**config.mk**
```make
export PLATFORM = sky130hd
export DESIGN_NAME = sram_fill_demux
export DESIGN_NICKNAME = d
export VERILOG_FILES = /design/src/rtl/sram_fill_demux.sv
export SDC_FILE = /design/constraint.sdc
export NUM_CORES = 1
export LEC_CHECK = 0
export ABC_AREA = 1
export CORE_ASPECT_RATIO = 1.75
export CORE_MARGIN = 10
export CORE_UTILIZATION = 40
export DETAILED_ROUTE_END_ITERATION = 10
export GPL_ROUTABILITY_DRIVEN = 0
export PLACE_DENSITY_LB_ADDON = 0.3
export SYNTH_ARGS = -nofsm -noshare
export SYNTH_HDL_FRONTEND = slang
export SYNTH_SLANG_ARGS = --single-unit
export TNS_END_PERCENT = 50
```
**constraint.sdc**
```tcl
create_clock -name clk -period 4.1 [get_ports clk]
set_input_delay 0.82 -clock clk [delete_from_list [all_inputs] [get_ports clk]]
set_output_delay 0.82 -clock clk [all_outputs]
set_load 0.1 [all_outputs]
```
**src/rtl/sram_fill_demux.sv**
```systemverilog
// sram_fill_demux: streams DDR read beats into a banked SRAM, rotating
// across the enabled banks and bumping the word address once per lap.
module sram_fill_demux (
  input  logic         clk,
  input  logic         rst_n,
  input  logic         start,
  input  logic [18:0]  base_addr,
  input  logic [15:0]  bank_mask,
  input  logic [3:0]   last_valid_bytes,
  input  logic         ddr_rvalid,
  input  logic [127:0] ddr_rdata,
  input  logic         ddr_rlast,
  output logic         ddr_rready,
  input  logic         sram_ready,
  output logic [15:0]  sram_we,
  output logic [18:0]  sram_addr,
  output logic [127:0] sram_wdata,
  output logic [15:0]  sram_be,
  output logic         busy,
  output logic         done,
  output logic         err,
  output logic [15:0]  beat_cnt
);

  typedef enum logic [1:0] {
    IDLE,
    XFER,
    DRAIN
  } state_t;

  state_t      state_q;
  state_t      state_d;

  logic [15:0] mask_q;
  logic [3:0]  lvb_q;
  logic [18:0] addr_q;
  logic [3:0]  ptr_q;

  logic        full;
  logic        accept;
  logic        start_ok;
  logic        start_bad;
  logic        fin;

  logic [3:0]  ptr_nxt;
  logic        wrap;
  logic [4:0]  scan;
  logic        found;
  logic [3:0]  ptr_lo;
  logic [15:0] last_be;

  assign full       = |sram_we;
  assign busy       = (state_q != IDLE);
  assign ddr_rready = (state_q == XFER) && (!full || sram_ready);
  assign accept     = ddr_rvalid && ddr_rready;

  always_comb begin
    state_d   = state_q;
    start_ok  = 1'b0;
    start_bad = 1'b0;
    fin       = 1'b0;
    unique case (state_q)
      IDLE: begin
        if (start) begin
          if (|bank_mask) begin
            start_ok = 1'b1;
            state_d  = XFER;
          end else begin
            start_bad = 1'b1;
          end
        end
      end
      XFER: begin
        if (accept && ddr_rlast) state_d = DRAIN;
      end
      DRAIN: begin
        if (full && sram_ready) begin
          fin     = 1'b1;
          state_d = IDLE;
        end
      end
      default: state_d = IDLE;
    endcase
  end

  // Next enabled bank above the pointer; carry out of bit 4 marks a lap.
  always_comb begin
    ptr_nxt = ptr_q;
    wrap    = 1'b1;
    found   = 1'b0;
    scan    = '0;
    for (int i = 1; i <= 16; i++) begin
      scan = {1'b0, ptr_q} + 5'(i);
      if (!found && mask_q[scan[3:0]]) begin
        found   = 1'b1;
        ptr_nxt = scan[3:0];
        wrap    = scan[4];
      end
    end
  end

  always_comb begin
    ptr_lo = '0;
    for (int i = 15; i >= 0; i--) begin
      if (bank_mask[i]) ptr_lo = 4'(i);
    end
  end

  always_comb begin
    last_be = 16'hFFFF;
    if (lvb_q != 4'd0) last_be = (16'd1 << lvb_q) - 16'd1;
  end

  always_ff @(posedge clk or negedge rst_n) begin
    if (!rst_n) begin
      state_q <= IDLE;
      done    <= 1'b0;
      err     <= 1'b0;
    end else begin
      state_q <= state_d;
      done    <= start_bad | fin;
      err     <= start_bad;
    end
  end

  always_ff @(posedge clk or negedge rst_n) begin
    if (!rst_n) begin
      mask_q   <= '0;
      lvb_q    <= '0;
      addr_q   <= '0;
      ptr_q    <= '0;
      beat_cnt <= '0;
    end else if (start_ok) begin
      mask_q   <= bank_mask;
      lvb_q    <= last_valid_bytes;
      addr_q   <= base_addr;
      ptr_q    <= ptr_lo;
      beat_cnt <= '0;
    end else if (accept) begin
      ptr_q <= ptr_nxt;
      if (wrap) addr_q <= addr_q + 19'd1;
      if (beat_cnt != 16'hFFFF) beat_cnt <= beat_cnt + 16'd1;
    end
  end

  // Single-entry output stage; payload holds while stalled.
  always_ff @(posedge clk or negedge rst_n) begin
    if (!rst_n) begin
      sram_we    <= '0;
      sram_addr  <= '0;
      sram_wdata <= '0;
      sram_be    <= '0;
    end else if (accept) begin
      sram_we    <= 16'd1 << ptr_q;
      sram_addr  <= addr_q;
      sram_wdata <= ddr_rdata;
      sram_be    <= ddr_rlast ? last_be : 16'hFFFF;
    end else if (sram_ready) begin
      sram_we    <= '0;
    end
  end

endmodule

```
==> results.toml <==
[run_status]
status = "finished clean"

[drt]
vias_per_cell = 5.06
wl_um = 41600
antenna_left = 0
post_drt_wl_per_cell_um = 17.3
dr.first_iter.drc_count = 657
vias = 12100
drc_errors = 0
drt_first_pass_iters = 7

[sta]
period_needed_ns = 3.81
grt_setup_unrepaired = "no"
fin_tns_setup_ns = 0
fin_skew_ns = 0.0199
clock.fmax_ghz = 0.263
finalSetupViolCount = 0
fin_crit_sh_pct = 92.9
worst_slew_pin_slew_ns = 1.08
maxSlewViolCount = 0
hold_viol = 0
maxSlewHeadroom_pct = 27.8

[finish]
diodes = 0
layout_commonest_cell = "nand2_1"
syn_to_final_growth_pct = 40.7
finalInstanceArea_um2 = 17300
fillers = 2861
final_layout_size_suffix_gt1_share_pct = 5.13
final_cell_mix = "707 x nand2_1, 369 x clkdlybuf4s50_1, 242 x dfrtp_1"
multi_input_area_um2 = 5510
fin_util_pct = 56.6
nets = 2185
ff_latch_area_um2 = 6060

[floorplanning]
core_area_um2 = 30600
dieArea_um2 = 38500
fp-row-count = 85
initial_utilization_pct = 40.2
die_h_um = 252
io_pins = 372
die_w_um = 153

[yosys]
yosys.cell_types.count = 50
syn_nets = 1824
synth_top_area_share_pct = 49.2
synthTopCellsByArea = "dfrtp_1 49%, nand2_1 22%, nand3_1 5.7%, o21ai_0 4.1%, inv_1 3.7%"
ys_seq_area_share_pct = 49.2
synth_area_leader_cell = "dfrtp_1"
synth_area_um2 = 12300
avgSynthCellArea_um2 = 7.55
yosys_warnings = 0
synthCells = 1631
synth_seq_cells = 242

[worst_setup_path]
worstSetupPathType = "reg2reg"
slowest_delay_ns = 0.53
crit_slowest_cell = "xor2_1"
critical_path_depth = 21
cp-start-kind = "flop"
path_buf_inv = 4
critPathArrivalTime_ns = 4.18
crit_fanout = 13
crit_chain = "buf_4 -> ha_1 -> nand2_1 -> nand2_1 -> xor2_1 -> inv_1 -> nand2_1 -> nand2_2 -> nor2_4 -> nand4_4 -> nor2_4 -> nand2_2 -> nor3_4 -> nand3_2 -> buf_4 -> inv_1 -> nor2_1 -> o21ai_0 -> nand2_1 -> nand2_1 -> nand2_1"
startpoint = "ptr_q[1]$_DFFE_PN0P_"
timing.rr.start = "ptr_q[1]$_DFFE_PN0P_"
worstPathRequired_ns = 4.48
worstRegToRegCells = 21
critPathCaptureType = "flop"
cp_common_cell = "nand2_1"
critical_path.top_delay_family = "simple AND/OR/NAND/NOR gates"

[min_path]
hold_path.class = "in2async"

[clock_tree]
cts_setup_buffers = 0
path_clk_slew_ns = 0.07
clkSinkCount = 242
cts.root.buffer_cell = "clkbuf_16"
cts_buffers = 23
cts_tree = "built"
worst_skew_pair.late_latency_ns = 0.53
cts_max_level = 1
max-clock-path-buffers = 3

[global_route]
grt_use_met3_pct = 3.54
use_met2_pct = 37.4
grt_pass1_vias = 12300
grt_overflow_total = 0
use_met1_pct = 22.4
gr-usage-all-layers_pct = 20.7
grt_pass1_wl_um = 65700
antenna_found_initial = 0
grt_max_degree = 184
grt.busiest_layer = "met2"

[place]
port_buffers = 371
placed_area_um2 = 16500
place_hpwl_um = 31600

[run]
cap_violations = 0
==> flip-flops by register name, summed over array words and instances, names as in the netlist <==
name	cells
err	1
done	1
sram_addr	19
sram_wdata	128
state_q	2
sram_be	16
addr_q	19
ptr_q	4
sram_we	16
mask_q	16
beat_cnt	16
lvb_q	4
==> cell usage after synthesis, drive strengths merged <==
master     n
dfrtp    242
or2        2
nor3      23
nor3b      1
nand2    718
nor4      10
clkbuf    50
o211ai     5
and2       3
a31oi      1
nand3b     1
a221oi     1
a211oi     3
o22ai      1
o41ai      1
clkinv     2
ha        20
nand3    145
a21oi     28
a2bb2oi    6
o21a       4
o31ai      1
xor2      21
o32a       2
buf       14
xnor2      2
nor2      75
inv      128
a311oi     1
o22a       3
nand4     10
o21ai    106
a21o       1
==> area by class of cell <==
cell class / instances / share of cell area, %
Sequential cell: 242 / 34.9
Multi-Input combinational cell: 1195 / 31.8
Timing Repair Buffer: 400 / 23.1
Clock buffer: 31 / 3.67
Inverter: 130 / 2.85
Tap cell: 391 / 2.82
Clock inverter: 8 / 0.845
==> kinds of logic after synthesis <==
logic type | after synthesis | share of synthesized area [%]
AOI/OAI and AO/OA | 164 | 7.48
xor gates and xnor gates | 23 | 1.82
adders and majority gates | 20 | 2.03
buffers and inverters | 194 | 6.28
DFF | 242 | 49.2
and+or+nand+nor | 988 | 33.2
==> worst paths after layout <==
check / to / slack, ns
worst max-delay path: ptr_q[1]$_DFFE_PN0P_ / 0.29
worst min-delay path: done$_DFF_PN0_ / 0.18
worst max register to register: ptr_q[1]$_DFFE_PN0P_ / 0.29
worst min register to register: sram_be[0]$_DFFE_PN0P_ / 0.47
max in group asynchronous: addr_q[2]$_DFFE_PN0P_ / 3.02
min in group clk: sram_be[0]$_DFFE_PN0P_ / 0.47
==> timing repair <==
action / CTS / global route
hold buffers: 0 / 0
hold endpoints to repair: 0 / 0
gates resized for setup: 0 / 3
setup endpoints to repair: 0 / 19
==> per-layer routing <==
layer  part of all wire [%]  vias up
li1                       -     5887
met1                     37     5637
met2                     52      458
met3                    5.2      145
met4                    5.8        0
met5                      0        -
==> through the flow <==
step,worst slack [ns],cells,hold slack (ns)
after CTS,0.418,2397,0.174
after floorplan,0.280,1631,0.442
final,0.291,2397,0.184
after global routing,0.0235,2397,0.187
after detailed placement,0.443,2358,0.462
after global placement,0.542,2358,0.455
Power is not shown: default switching activity piles up to over one toggle a cycle in this logic, so the estimate is an artifact.
